[src/rtl/alu_mc.sv]
// Multi-cycle ALU: single-cycle logic/arith/shift ops, serial shift-and-add multiply,
// with two selectable flag banks (normal / interrupt).
module alu_mc #(
   parameter int WIDTH = 16
) (
   input  logic             clk,
   input  logic             reset,
   input  logic             start,
   input  logic [3:0]       op_alu,
   input  logic             s_inm,
   input  logic             interruption,
   input  logic [WIDTH-1:0] a,
   input  logic [WIDTH-1:0] b,
   output logic [WIDTH-1:0] y,
   output logic             busy,
   output logic             done,
   output logic             carry,
   output logic             overflow,
   output logic             zero,
   output logic             carry_intr,
   output logic             overflow_intr,
   output logic             zero_intr
);

   localparam int SW = $clog2(WIDTH);
   localparam int CW = $clog2(WIDTH + 1);

   typedef enum logic [1:0] {IDLE, MUL, DONE} state_t;

   state_t             state_q, state_d;
   logic [WIDTH-1:0]   y_q, y_d;
   logic               busy_q, busy_d;
   logic               done_q, done_d;
   logic [2:0]         nflags_q, nflags_d;
   logic [2:0]         iflags_q, iflags_d;
   logic               intr_q, intr_d;
   logic [2*WIDTH-1:0] acc_q, acc_d;
   logic [2*WIDTH-1:0] mcand_q, mcand_d;
   logic [WIDTH-1:0]   mplier_q, mplier_d;
   logic [CW-1:0]      cnt_q, cnt_d;

   logic [WIDTH-1:0]   res, mn, sbt, neg_src;
   logic               res_c, res_v, rsv;
   logic [WIDTH:0]     sum, diff, shl, shr;
   logic signed [WIDTH:0] sra_s;
   logic [SW-1:0]      sh;
   logic [2*WIDTH-1:0] acc_nxt;
   logic               mul_hi;
   logic               upd, fsel;
   logic [2:0]         fl;

   // Single-cycle datapath; shifts use one guard bit so the last bit shifted out lands there.
   always_comb begin
      sh      = b[SW-1:0];
      mn      = s_inm ? b : a;
      sbt     = s_inm ? a : b;
      neg_src = (op_alu == 4'b0111 && !s_inm) ? b : a;
      sum     = {1'b0, a} + {1'b0, b};
      diff    = {1'b0, mn} - {1'b0, sbt};
      shl     = {1'b0, a} << sh;
      shr     = {a, 1'b0} >> sh;
      sra_s   = $signed({a, 1'b0}) >>> sh;
      res     = '0;
      res_c   = 1'b0;
      res_v   = 1'b0;
      rsv     = 1'b0;
      case (op_alu)
         4'b0000: res = a;
         4'b0001: res = ~a;
         4'b0010: begin
            res   = sum[WIDTH-1:0];
            res_c = sum[WIDTH];
            res_v = (a[WIDTH-1] == b[WIDTH-1]) && (sum[WIDTH-1] != a[WIDTH-1]);
         end
         4'b0011: begin
            res   = diff[WIDTH-1:0];
            res_c = diff[WIDTH];
            res_v = (mn[WIDTH-1] != sbt[WIDTH-1]) && (diff[WIDTH-1] != mn[WIDTH-1]);
         end
         4'b0100: res = a & b;
         4'b0101: res = a | b;
         4'b0110, 4'b0111: begin
            res   = '0 - neg_src;
            res_v = (neg_src == {1'b1, {(WIDTH-1){1'b0}}});
         end
         4'b1000: begin
            res   = shl[WIDTH-1:0];
            res_c = shl[WIDTH];
         end
         4'b1001: begin
            res   = shr[WIDTH:1];
            res_c = shr[0];
         end
         4'b1010: begin
            res   = sra_s[WIDTH:1];
            res_c = sra_s[0];
         end
         4'b1011: res = '0;
         default: rsv = 1'b1;
      endcase
   end

   always_comb begin
      acc_nxt = mplier_q[0] ? (acc_q + mcand_q) : acc_q;
      mul_hi  = |acc_nxt[2*WIDTH-1:WIDTH];
   end

   always_comb begin
      state_d  = state_q;
      y_d      = y_q;
      busy_d   = busy_q;
      done_d   = 1'b0;
      nflags_d = nflags_q;
      iflags_d = iflags_q;
      intr_d   = intr_q;
      acc_d    = acc_q;
      mcand_d  = mcand_q;
      mplier_d = mplier_q;
      cnt_d    = cnt_q;
      upd      = 1'b0;
      fsel     = intr_q;
      fl       = '0;
      case (state_q)
         IDLE: begin
            busy_d = 1'b0;
            if (start) begin
               busy_d = 1'b1;
               intr_d = interruption;
               if (op_alu == 4'b1011) begin
                  state_d  = MUL;
                  acc_d    = '0;
                  mcand_d  = {{WIDTH{1'b0}}, a};
                  mplier_d = b;
                  cnt_d    = '0;
               end else begin
                  state_d = DONE;
                  done_d  = 1'b1;
                  y_d     = res;
                  upd     = !rsv;
                  fsel    = interruption;
                  fl      = {res_c, res_v, (res == '0)};
               end
            end
         end
         MUL: begin
            acc_d    = acc_nxt;
            mcand_d  = mcand_q << 1;
            mplier_d = mplier_q >> 1;
            cnt_d    = cnt_q + CW'(1);
            if (cnt_q == CW'(WIDTH - 1)) begin
               state_d = DONE;
               done_d  = 1'b1;
               y_d     = acc_nxt[WIDTH-1:0];
               upd     = 1'b1;
               fl      = {mul_hi, mul_hi, (acc_nxt[WIDTH-1:0] == '0)};
            end
         end
         DONE: begin
            state_d = IDLE;
            busy_d  = 1'b0;
         end
         default: begin
            state_d = IDLE;
            busy_d  = 1'b0;
         end
      endcase
      if (upd) begin
         if (fsel) iflags_d = fl;
         else      nflags_d = fl;
      end
   end

   always_ff @(posedge clk or posedge reset) begin
      if (reset) begin
         state_q  <= IDLE;
         y_q      <= '0;
         busy_q   <= 1'b0;
         done_q   <= 1'b0;
         nflags_q <= '0;
         iflags_q <= '0;
         intr_q   <= 1'b0;
         acc_q    <= '0;
         mcand_q  <= '0;
         mplier_q <= '0;
         cnt_q    <= '0;
      end else begin
         state_q  <= state_d;
         y_q      <= y_d;
         busy_q   <= busy_d;
         done_q   <= done_d;
         nflags_q <= nflags_d;
         iflags_q <= iflags_d;
         intr_q   <= intr_d;
         acc_q    <= acc_d;
         mcand_q  <= mcand_d;
         mplier_q <= mplier_d;
         cnt_q    <= cnt_d;
      end
   end

   assign y             = y_q;
   assign busy          = busy_q;
   assign done          = done_q;
   assign carry         = nflags_q[2];
   assign overflow      = nflags_q[1];
   assign zero          = nflags_q[0];
   assign carry_intr    = iflags_q[2];
   assign overflow_intr = iflags_q[1];
   assign zero_intr     = iflags_q[0];

endmodule

[config.mk]
export PLATFORM = sky130hd
export DESIGN_NAME = alu_mc
export DESIGN_NICKNAME = d
export VERILOG_FILES = /design/src/rtl/alu_mc.sv
export SDC_FILE = /design/constraint.sdc
export NUM_CORES = 1
export LEC_CHECK = 0
export ABC_AREA = 1
export CORE_MARGIN = 2
export CORE_UTILIZATION = 40
export CTS_CLUSTER_SIZE = 10
export DETAILED_ROUTE_END_ITERATION = 6
export DONT_BUFFER_PORTS = 1
export PLACE_DENSITY_LB_ADDON = 0.12
export SLEW_MARGIN = 20
export SYNTH_ARGS = -nofsm -noshare
export SYNTH_HDL_FRONTEND = slang
export SYNTH_SLANG_ARGS = --single-unit
[constraint.sdc]
create_clock -name clk -period 5.6 [get_ports clk]
set_input_delay 0.84 -clock clk [delete_from_list [all_inputs] [get_ports clk]]
set_output_delay 0.84 -clock clk [all_outputs]
set_load 0.01 [all_outputs]
==> key figures, run 1 <==
Status
  • Status: finished, final reports clean

Layout
  • Commonest non-fill, non-tap cells in the layout: nand2_1, inv_1, nand3_1, nor2_1, o21ai_0
  • Fillers: 3445
  • Final nets: ~2.2k
  • Layout cell share with drive strength beyond 1: 0.0315
  • Area Overhead vs Synth: 4.77%
  • Leading cell type in the layout, fill and taps excluded: nand2_1

Die
  • DIE AREA: 32700 um2
  • Row Count: 64
  • Die Wd: 181 um
  • Die H: 181 um
  • Core area: 30700 um2
  • I/O Pins: 65
  • Initial core utilization: 0.408

Logic synthesis
  • Register bit total from synthesis: ~110
  • Ranking of synthesized cells by area: dfrtp_1, nand2_1, nand3_1
  • Yosys Warn Count: 0
  • Synth Area in Simple Gates: 0.432
  • Post-synthesis mux area share: 0.00160
  • Avg Synthesized Cell Area: 5.75 um2
  • Distinct cells, synth: 42
  • Synth Cell Area: roughly 13000 um2
  • Syn Nets: 2288
  • Synth top area share: 0.224
  • Yosys top cell by area: dfrtp_1
  • Largest family of logic cells by synthesized area: simple AND/OR/NAND/NOR gates
  • Synth Area in Compound Gates: 0.150
  • Synth Area in Adders: 0.0712
  • Post-synthesis xor/xnor area fraction: 0.0140
  • Post-Syn Instances: 2177
  • Register area share after synthesis: 0.224

GRT
  • GRT overflow: 0
  • Number of global-route vias before repair: 13.5k
  • Largest net degree at the start of global routing: 76
  • Gr usage total: 0.325
  • First-pass GRT wire length: 81.4 mm
  • Initial antenna violation count: 1

Worst setup path
  • Worst endpoint required time: 5.94 ns
  • Kind of critical path: in -> reg
  • Slowest stage delay, CP: 0.41 ns
  • CP max stage cell: nor2_4
  • WP buf/inv: 0
  • Max FO, Critical Path: 20
  • Cell family with most CP delay: simple AND/OR/NAND/NOR gates
  • CP cell instances: nand2_2 -> nor2_4 -> nand2_2 -> nand2_1 -> nand2_1 -> ha_1 -> nand2_1 -> nand2_1 -> nor2_1 -> nand3_1 -> nor2_1 -> nand2_1 -> nor2_1 -> nand3_1 -> nor3_1 -> nand2_1 -> nor2_1 -> nand2_1 -> nand2_1 -> nand2_1 -> nand2_1
  • Critical Path Most Common Cell: nand2_1
  • Startpoint types: primary input
  • Worst Path Arrival: 3.77 ns
  • CP Capture Type: register

Pwr
  • Power, Total: roughly 3.4 mW
  • Worst vdd ir: approximately 0.19 mV
  • PwrDens: 261 nW/um2
  • Leakage: 6.74 nW

Place
  • Final HPWL DP: 42.5 mm
  • Routability cong.: 1.03
  • Port Buffers: 0

STA
  • Slew @ Worst Pin: approximately 0.94 ns
  • Skew final: 0.0173 ns
  • Worst slew margin: 0.372
  • FMAX: 0.291 GHz
  • Min Tclk post-route: approximately 3.4 ns
  • Final hold vios: 0
  • Slew Viols, Final: 0
  • Setup Viol. Count Final: 0
  • Final Cycle Share: 0.613
  • Unrepaired setup endpoints after global routing: false
  • Fin Setup TNS: 0 ns

Flow run
  • Max Cap Viol: 0

Clock tree
  • CTS hold repair buffers: 0
  • CTS tree: yes
  • Clk Latency, worst-skew pair: 0.39 ns
  • TritonCTS buffer count: 9
  • Post-CTS Resized: 0
  • Worst-path clk slew: 0.09 ns
  • Root buf cell: clkbuf_16
  • Post-CTS setup repair buffer count: 0
  • CTS max path bufs: 2
  • Num Clock Sinks: roughly 110
  • Htree depth: 3

Drt
  • DRC errors left: 0
  • Vias per cell: about 5.7
  • Final wirelength: 53.7 mm
  • DRT antenna net count: 0
  • Via count: about 14k
  • DR iter-0 viols: approximately 1.3k
  • Drt wl/cell: around 21 um
  • Pre-antenna DRT Iters: 6

Worst hold path
  • Hold WC Path Type: in -> async
## path summary, 6_finish.rpt
path	from	to	slack (ns)	cells after the start
setup / recovery	op_alu[1]	iflags_q[0]$_DFFE_PP0P_	2.17	21
hold / removal	reset	iflags_q[1]$_DFFE_PP0P_	0.48	1
setup reg to reg	acc_q[0]$_DFFE_PP0P_	nflags_q[2]$_DFFE_PP0P_	2.45	20
hold reg to reg	intr_q$_DFFE_PP0P_	intr_q$_DFFE_PP0P_	0.49	2
max in group asynchronous	reset	acc_q[2]$_DFFE_PP0P_	3.94	2
min in group clk	intr_q$_DFFE_PP0P_	intr_q$_DFFE_PP0P_	0.49	2
## routing by layer
layer / track usage / routed length, um / vias to the layer above
li1: - / - / 6976
met1: 0.422 / 23300 / 6766
met2: 0.546 / 25000 / 564
met3: 0.0478 / 3410 / 90
met4: 0.116 / 1890 / 2
met5: 0 / 13 / -
## power by group
group	internal [mW]	total [mW]	switching (mW)	leakage [nW]
Combinational	0.512	1.63	1.12	5.14
Clock	0.314	0.665	0.351	0.139
Sequential	0.988	1.13	0.137	1.46
## cells in the mapped netlist, drive strengths merged
library cell	n
ha	68
nor3	22
mux2i	2
a32o	1
a21boi	2
nand2	728
and2	9
nor4	4
nand4	26
xnor2	10
a31oi	21
o22ai	35
xor2	10
o211ai	35
buf	28
and3	1
o221ai	1
fa	2
o21ai	158
a21oi	61
clkinv	1
nand3	254
a22o	7
o21bai	5
dfrtp	112
or2	12
nand3b	3
inv	265
clkbuf	54
o21a	4
nor2	235
a21o	1
## cell type report
| cell class | count | area, um2 | area share |
|---|---|---|---|
| multi-input cells | 1717 | 8380 | 0.639 |
| flip-flops and latches | 112 | 2800 | 0.214 |
| inverters | 266 | 1000 | 0.0764 |
| well taps | 396 | 495 | 0.0378 |
| clock buffers | 10 | 229 | 0.0175 |
| repair buffers | 18 | 135 | 0.0103 |
| clock inverters | 6 | 63.8 | 0.00487 |
| diodes | 1 | 2.50 | 0.000191 |
## stage by stage
step                instances  setup WS (ns)  hold slack [ns]  cell area, um2  utilization
global route             2525           1.87            0.516           13100        0.427
global placement         2509           1.89            0.469           12800        0.418
CTS                      2525           2.24            0.495           13100        0.427
finish                   2526           2.17            0.483           13100        0.427
detailed placement       2509           1.81            0.477           12800        0.418
floorplan                2177           1.80            0.448           12500            -
## flip-flops by register name, summed over array words and instances (netlist names)
signal and flops:
state_q 2, mplier_q 16, intr_q 1, busy 1, y 16, acc_q 32
nflags_q 3, mcand_q 32, cnt_q 5, iflags_q 3, done 1
## kinds of logic (layout without fill, tap and decap cells)
group                      Yosys count  count (layout)
and+or+nand+nor                   1294            1294
buffers and inverters              348             300
AOI/OAI and AO/OA                  331             331
DFF                                112             112
adders and majority gates           70              70
xor gates and xnor gates            20              20
muxes                                2               2
other                                0               1
(Power assumes the default switching activity.)
==> run 2: changes to the inputs <==
==> constraint.sdc (replaced) <==
create_clock -name clk -period 3.6 [get_ports clk]
set_input_delay 0.54 -clock clk [delete_from_list [all_inputs] [get_ports clk]]
set_output_delay 0.54 -clock clk [all_outputs]
set_load 0.01 [all_outputs]
==> key figures, run 2 (synthesis gave the netlist of run 1 again) <==
Status
  • Status: finished, final reports clean

Worst setup path
  • Kind of critical path: reg -> reg
  • Reg2reg setup slack: about 0.57 ns
  • Worst R2R Path Depth: 17
  • CP Capture Type: register
  • Startpoint types: register
  • Worst r2r src: acc_q[22]$_DFFE_PP0P_
  • Critical Path Most Common Cell: nand2_1
  • CP cell instances: ha_1 -> a21oi_1 -> o21ai_0 -> a21oi_1 -> nor2_1 -> nor2_1 -> nand2_1 -> nand2_1 -> nand2_1 -> a21oi_1 -> nand2_1 -> nor2_1 -> nand2_1 -> nand2_1 -> nand2_1 -> nand2_1 -> nand2_1
  • Reg2reg end: iflags_q[2]$_DFFE_PP0P_
  • Max FO, Critical Path: 5
  • Worst endpoint required time: 3.88 ns
  • Worst Path Arrival: 3.30 ns
  • CP max stage cell: dfrtp_1
  • Slowest stage delay, CP: 0.41 ns

GRT
  • Initial antenna violation count: 3
  • Gr usage total: 0.345
  • Largest net degree at the start of global routing: 54
  • Number of global-route vias before repair: 13.9k
  • First-pass GRT wire length: 85.2 mm
  • GRT overflow: 0

Die
  • I/O Pins: 65
  • Die H: 181 um
  • Row Count: 64
  • Die Wd: 181 um
  • Core area: between 30000 and 40000 um2
  • Initial core utilization: 0.408
  • DIE AREA: 32700 um2

Layout
  • Final Core Density: 0.435
  • Finished Layout Cells: 2550
  • Post-route cell area: 13300 um2
  • Fillers: 3432
  • Register Area: roughly 2800 um2
  • Layout cell share with drive strength beyond 1: 0.0432
  • ANT cells: 0
  • Area Overhead vs Synth: 6.67%
  • Area of the multi-input gates: 8380 um2
  • Leading cell type in the layout, fill and taps excluded: nand2_1
  • Final nets: roughly 2.3k
  • Largest registers: acc_q: 32 flops, mcand_q: 32 flops
  • Commonest non-fill, non-tap cells in the layout: nand2_1, inv_1, nand3_1, nor2_1, o21ai_0

STA
  • Worst slew margin: 0.464
  • Setup Viol. Count Final: 0
  • Min Tclk post-route: 3.03 ns
  • Unrepaired setup endpoints after global routing: false
  • Skew final: 0.0142 ns
  • Hold slack final: 0.0571 ns
  • Worst Slack Setup Final: 0.573 ns
  • Final hold vios: 0
  • FMAX: around 0.33 GHz
  • Final Cycle Share: 0.841
  • Fin Setup TNS: 0 ns
  • Slew @ Worst Pin: around 0.8 ns
  • Slew Viols, Final: 0

Clock tree
  • CTS max path bufs: 2
  • Post-CTS setup repair buffer count: 0
  • Num Clock Sinks: 112
  • Post-CTS Resized: 0
  • CTS tree: yes
  • Clk Latency, worst-skew pair: roughly 0.39 ns
  • Worst-path clk slew: 0.09 ns
  • CTS hold repair buffers: 0
  • Htree depth: 3
  • TritonCTS buffer count: 9
  • Root buf cell: clkbuf_16

Pwr
  • Power, Total: approximately 5.5 mW
  • PwrDens: 412 nW/um2
  • Worst vdd ir: 0.262 mV
  • Leakage: approximately 6.9 nW

Drt
  • DRC errors left: 0
  • DRT antenna net count: 0
  • Pre-antenna DRT Iters: 6
  • DR iter-0 viols: 1274
  • Via count: 14.6k
  • Vias per cell: 5.72
  • Drt wl/cell: 22.1 um
  • Final wirelength: about 56 mm

Place
  • Routability cong.: 1.07
  • Final HPWL DP: 45.7 mm
  • Area after DPL: 13000 um2
  • Port Buffers: 0
  • Worst slack, placed: 0.226 ns
  • Cell count after placement: 2534

Flow run
  • Max Cap Viol: 0

Worst hold path
  • Hold WC Path Type: in -> async
run 2: cell count changes in the layout (fill, tap and decap cells not counted):
cell and change:
clkinv_8 -1, inv_6 +2, buf_12 +1, diode_2 -1, clkinv_4 -2, bufinv_16 +2, clkbuf_1 -1, buf_4 +24
run 2: cell type report:
class	instances	area share
multi-input cells	1717	0.628
flip-flops and latches	112	0.210
clock inverters	7	0.00806
inverters	266	0.0750
repair buffers	43	0.0251
clock buffers	9	0.0169
well taps	396	0.0371
run 2: how the worst max path moves through the flow:
stage	startpoint	to	slack [ns]
global route	acc_q[0]$_DFFE_PP0P_	iflags_q[1]$_DFFE_PP0P_	0.33
detailed placement	a[6]	iflags_q[0]$_DFFE_PP0P_	0.23
CTS	acc_q[22]$_DFFE_PP0P_	iflags_q[1]$_DFFE_PP0P_	0.60
global placement	a[0]	iflags_q[0]$_DFFE_PP0P_	0.20
floorplan	reset	acc_q[0]$_DFFE_PP0P_	0.10
finish	acc_q[22]$_DFFE_PP0P_	iflags_q[2]$_DFFE_PP0P_	0.57
run 2: metal layers:
layer / vias to the layer above / GRT usage / share of wire
li1: 7017 / - / -
met2: 567 / 0.572 / 0.46
met4: 4 / 0.207 / 0.067
met3: 153 / 0.0498 / 0.058
met1: 6839 / 0.424 / 0.41
met5: - / 0 / 0.00046
run 2: where the power goes:
group | switching (mW) | total, mW | internal [mW] | leakage (nW)
clock network | 0.536 | 1.16 | 0.625 | 0.160
registers | 0.226 | 1.76 | 1.54 | 1.46
logic | 1.75 | 2.57 | 0.816 | 5.27
total | 2.51 | 5.49 | 2.98 | 6.88
run 2: worst max-delay path, delay by kind of cell, from the launching register on:
kind / cells / cell delay [ns]
adder cells (fa/ha/maj): 1 / 0.40
AND/OR/NAND/NOR: 12 / 1.06
AO/OA/AOI/OAI: 4 / 1.04
flip-flops: 1 / 0.41
==> run 3: changes to the inputs <==
--- a/config.mk
+++ b/config.mk
@@ -5,7 +5,7 @@
 export SDC_FILE = /design/constraint.sdc
 export NUM_CORES = 1
 export LEC_CHECK = 0
-export ABC_AREA = 1
+export ABC_AREA = 0
 export CORE_MARGIN = 2
 export CORE_UTILIZATION = 40
 export CTS_CLUSTER_SIZE = 10
==> constraint.sdc (replaced) <==
create_clock -name clk -period 2.8 [get_ports clk]
set_input_delay 0.42 -clock clk [delete_from_list [all_inputs] [get_ports clk]]
set_output_delay 0.42 -clock clk [all_outputs]
set_load 0.01 [all_outputs]
==> key figures, run 3 <==
Drt
  • DR iter-0 viols: 1286
  • Final wirelength: 53.6 mm
  • DRT antenna net count: 0
  • Vias per cell: 6.01
  • Drt wl/cell: approximately 23 um
  • Via count: 14.0k
  • Pre-antenna DRT Iters: 6
  • DRC errors left: 0

Logic synthesis
  • Yosys top cell by area: dfrtp_1
  • Synth Cell Area: between 10000 and 15000 um2
  • Top post-synthesis cells by count: nand2_1, nor2_1, dfrtp_1
  • Syn Nets: 1735
  • Avg Synthesized Cell Area: between 7 and 8 um2
  • Ranking of synthesized cells by area: dfrtp_1, nand2_1, ha_1
  • Distinct cells, synth: 85
  • Post-synth ARST share: 1.00
  • Register bit total from synthesis: 112
  • Yosys Warn Count: 0
  • Most used flip-flop cell after synthesis: dfrtp_1
  • Number of synthesized flops with an enable pin: 0
  • Register area share after synthesis: 0.228
  • Synth top area share: 0.228
  • Top-count cell post-synth: nand2_1
  • Post-Syn Instances: 1624

GRT
  • Gr usage total: 0.325
  • Largest net degree at the start of global routing: 83
  • Initial antenna violation count: 0
  • First-pass GRT wire length: 81.8 mm
  • Number of global-route vias before repair: between 10k and 15k
  • GRT overflow: 0

Pwr
  • Worst vdd ir: 0.476 mV
  • Power, Total: ~11 mW
  • Leakage: 7.26 nW
  • PwrDens: 681 nW/um2

STA
  • Unrepaired setup endpoints after global routing: true
  • Final hold vios: 0
  • Setup Viol. Count Final: 8
  • Slew Viols, Final: 0
  • Worst Slack Setup Final: -0.575 ns
  • Fin Setup TNS: -3.38 ns
  • Min Tclk post-route: around 3.4 ns
  • Skew final: 0.00751 ns
  • FMAX: 0.296 GHz
  • Final Cycle Share: 1.21
  • Slew @ Worst Pin: 1.01 ns
  • Worst slew margin: 0.326

Worst setup path
  • Kind of critical path: reg -> reg
  • CP Capture Type: register
  • Worst Path Arrival: 3.61 ns
  • Worst endpoint required time: 3.03 ns
  • Max FO, Critical Path: 4
  • Startpoint types: register

Worst hold path
  • Hold WC Path Type: in -> async

Clock tree
  • Worst-path clk slew: 0.08 ns
  • CTS tree: yes
  • TritonCTS buffer count: 9
  • Root buf cell: clkbuf_16
  • CTS max path bufs: 2
  • Clk Latency, worst-skew pair: 0.38 ns
  • Num Clock Sinks: 112
  • CTS hold repair buffers: 0
  • Htree depth: 3

Layout
  • Leading cell type in the layout, fill and taps excluded: buf_4
  • Largest registers: acc_q: 32 flops, mcand_q: 32 flops
  • Fillers: 2955
  • Layout cell share with drive strength beyond 1: 0.321
  • Commonest non-fill, non-tap cells in the layout: buf_4, nand2_1, nor2_1, dfrtp_1, a21oi_1
  • Register Area: between 2000 and 3000 um2
  • Area Overhead vs Synth: 35.4%
  • Post-route cell area: roughly 17000 um2
  • Final nets: 2046
  • Area of the multi-input gates: around 9600 um2
  • ANT cells: 0

Place
  • Area after DPL: 15700 um2
  • Port Buffers: 0
  • Worst slack, placed: -0.878 ns
  • Routability cong.: approximately 1
  • Final HPWL DP: 41.1 mm

Die
  • Die Wd: 179 um
  • Die H: around 180 um
  • Row Count: 64
  • Initial core utilization: 0.405
  • Core area: 30400 um2
  • DIE AREA: roughly 32000 um2
  • I/O Pins: 65

Status
  • Status: finished, violations left
  • Violated checks: setup timing

Flow run
  • Max Cap Viol: 0
-- run 3: changes by cell type in the layout (fill, tap and decap cells not counted), sizes merged, moves of 26 or more --
cell	before	now
nand2	728	240
buf	43	429
nand3	254	34
inv	269	55
nor2	235	147
o21ai	158	103
a21oi	61	106
mux2i	2	44
a31oi	21	58
xnor2	10	39
a211oi	0	26
a22o	7	33
-- run 3: logic make-up after synthesis --
kind of cell / Yosys count / synth area share
flops: 112 / 0.228
mux: 84 / 0.0906
buf+inv: 185 / 0.0591
fa+ha+maj: 70 / 0.0723
xor+xnor: 53 / 0.0377
compound gates: 517 / 0.284
simple gates: 603 / 0.229
-- run 3: metal layers --
layer  GRT usage  up-vias  wire length, um
met3      0.0397      127             2820
met5           0        -                0
li1            -     6658                -
met1       0.395     6764            21700
met2       0.561      499            26100
met4       0.173        0             3040
-- run 3: through the flow --
stage,hold WS [ns],util,instances
final,0.0338,0.548,2336
after detailed placement,0.475,0.517,2304
after CTS,0.0717,0.532,2325
after floorplan,0.468,-,1624
after global routing,0.107,0.548,2336
after global placement,0.464,0.516,2304
-- run 3: path summary, 6_finish.rpt --
| check | slack (ns) | cells past startpoint | startpoint | endpoint |
|---|---|---|---|---|
| worst max-delay path | -0.58 | 14 | mcand_q[0]$_DFFE_PP0P_ | nflags_q[2]$_DFFE_PP0P_ |
| worst min-delay path | 0.03 | 1 | reset | acc_q[7]$_DFFE_PP0P_ |
| worst max register to register | -0.58 | 14 | mcand_q[0]$_DFFE_PP0P_ | nflags_q[2]$_DFFE_PP0P_ |
| worst min register to register | 0.51 | 1 | mplier_q[15]$_DFFE_PP0P_ | mplier_q[15]$_DFFE_PP0P_ |
| max in group asynchronous | 1.90 | 2 | reset | mcand_q[1]$_DFFE_PP0P_ |
| min in group clk | 0.18 | 1 | b[15] | mplier_q[15]$_DFFE_PP0P_ |
-- run 3: final cells by class --
| class | count | area share |
|---|---|---|
| clock inverters | 4 | 0.00217 |
| clock buffers | 12 | 0.0148 |
| flip-flops and latches | 112 | 0.168 |
| repair buffers | 429 | 0.197 |
| inverters | 56 | 0.0141 |
| well taps | 396 | 0.0297 |
| multi-input cells | 1327 | 0.574 |
-- run 3: power by group --
group,internal (mW),switching (mW)
combinational,3.75,3.69
sequential,2.08,0.510
clock,0.643,0.685
-- run 3: critical path: stages, from the launching register on --
cell and delay (ns):
dfrtp_1 0.40, ha_2 0.20, fa_2 0.38, a211oi_2 0.27
o211ai_1 0.21, a21oi_2 0.22, buf_4 0.14, o311ai_4 0.07
buf_6 0.17, xnor2_4 0.18, o221ai_2 0.13, nor4_2 0.21
nand4_1 0.18, o311ai_4 0.35, a31oi_1 0.13
-- run 3: what timing repair did --
item,in CTS,in global routing
gates resized for setup,28,76
setup buffers,6,14
setup endpoints to repair,12,15
pin swaps,16,27
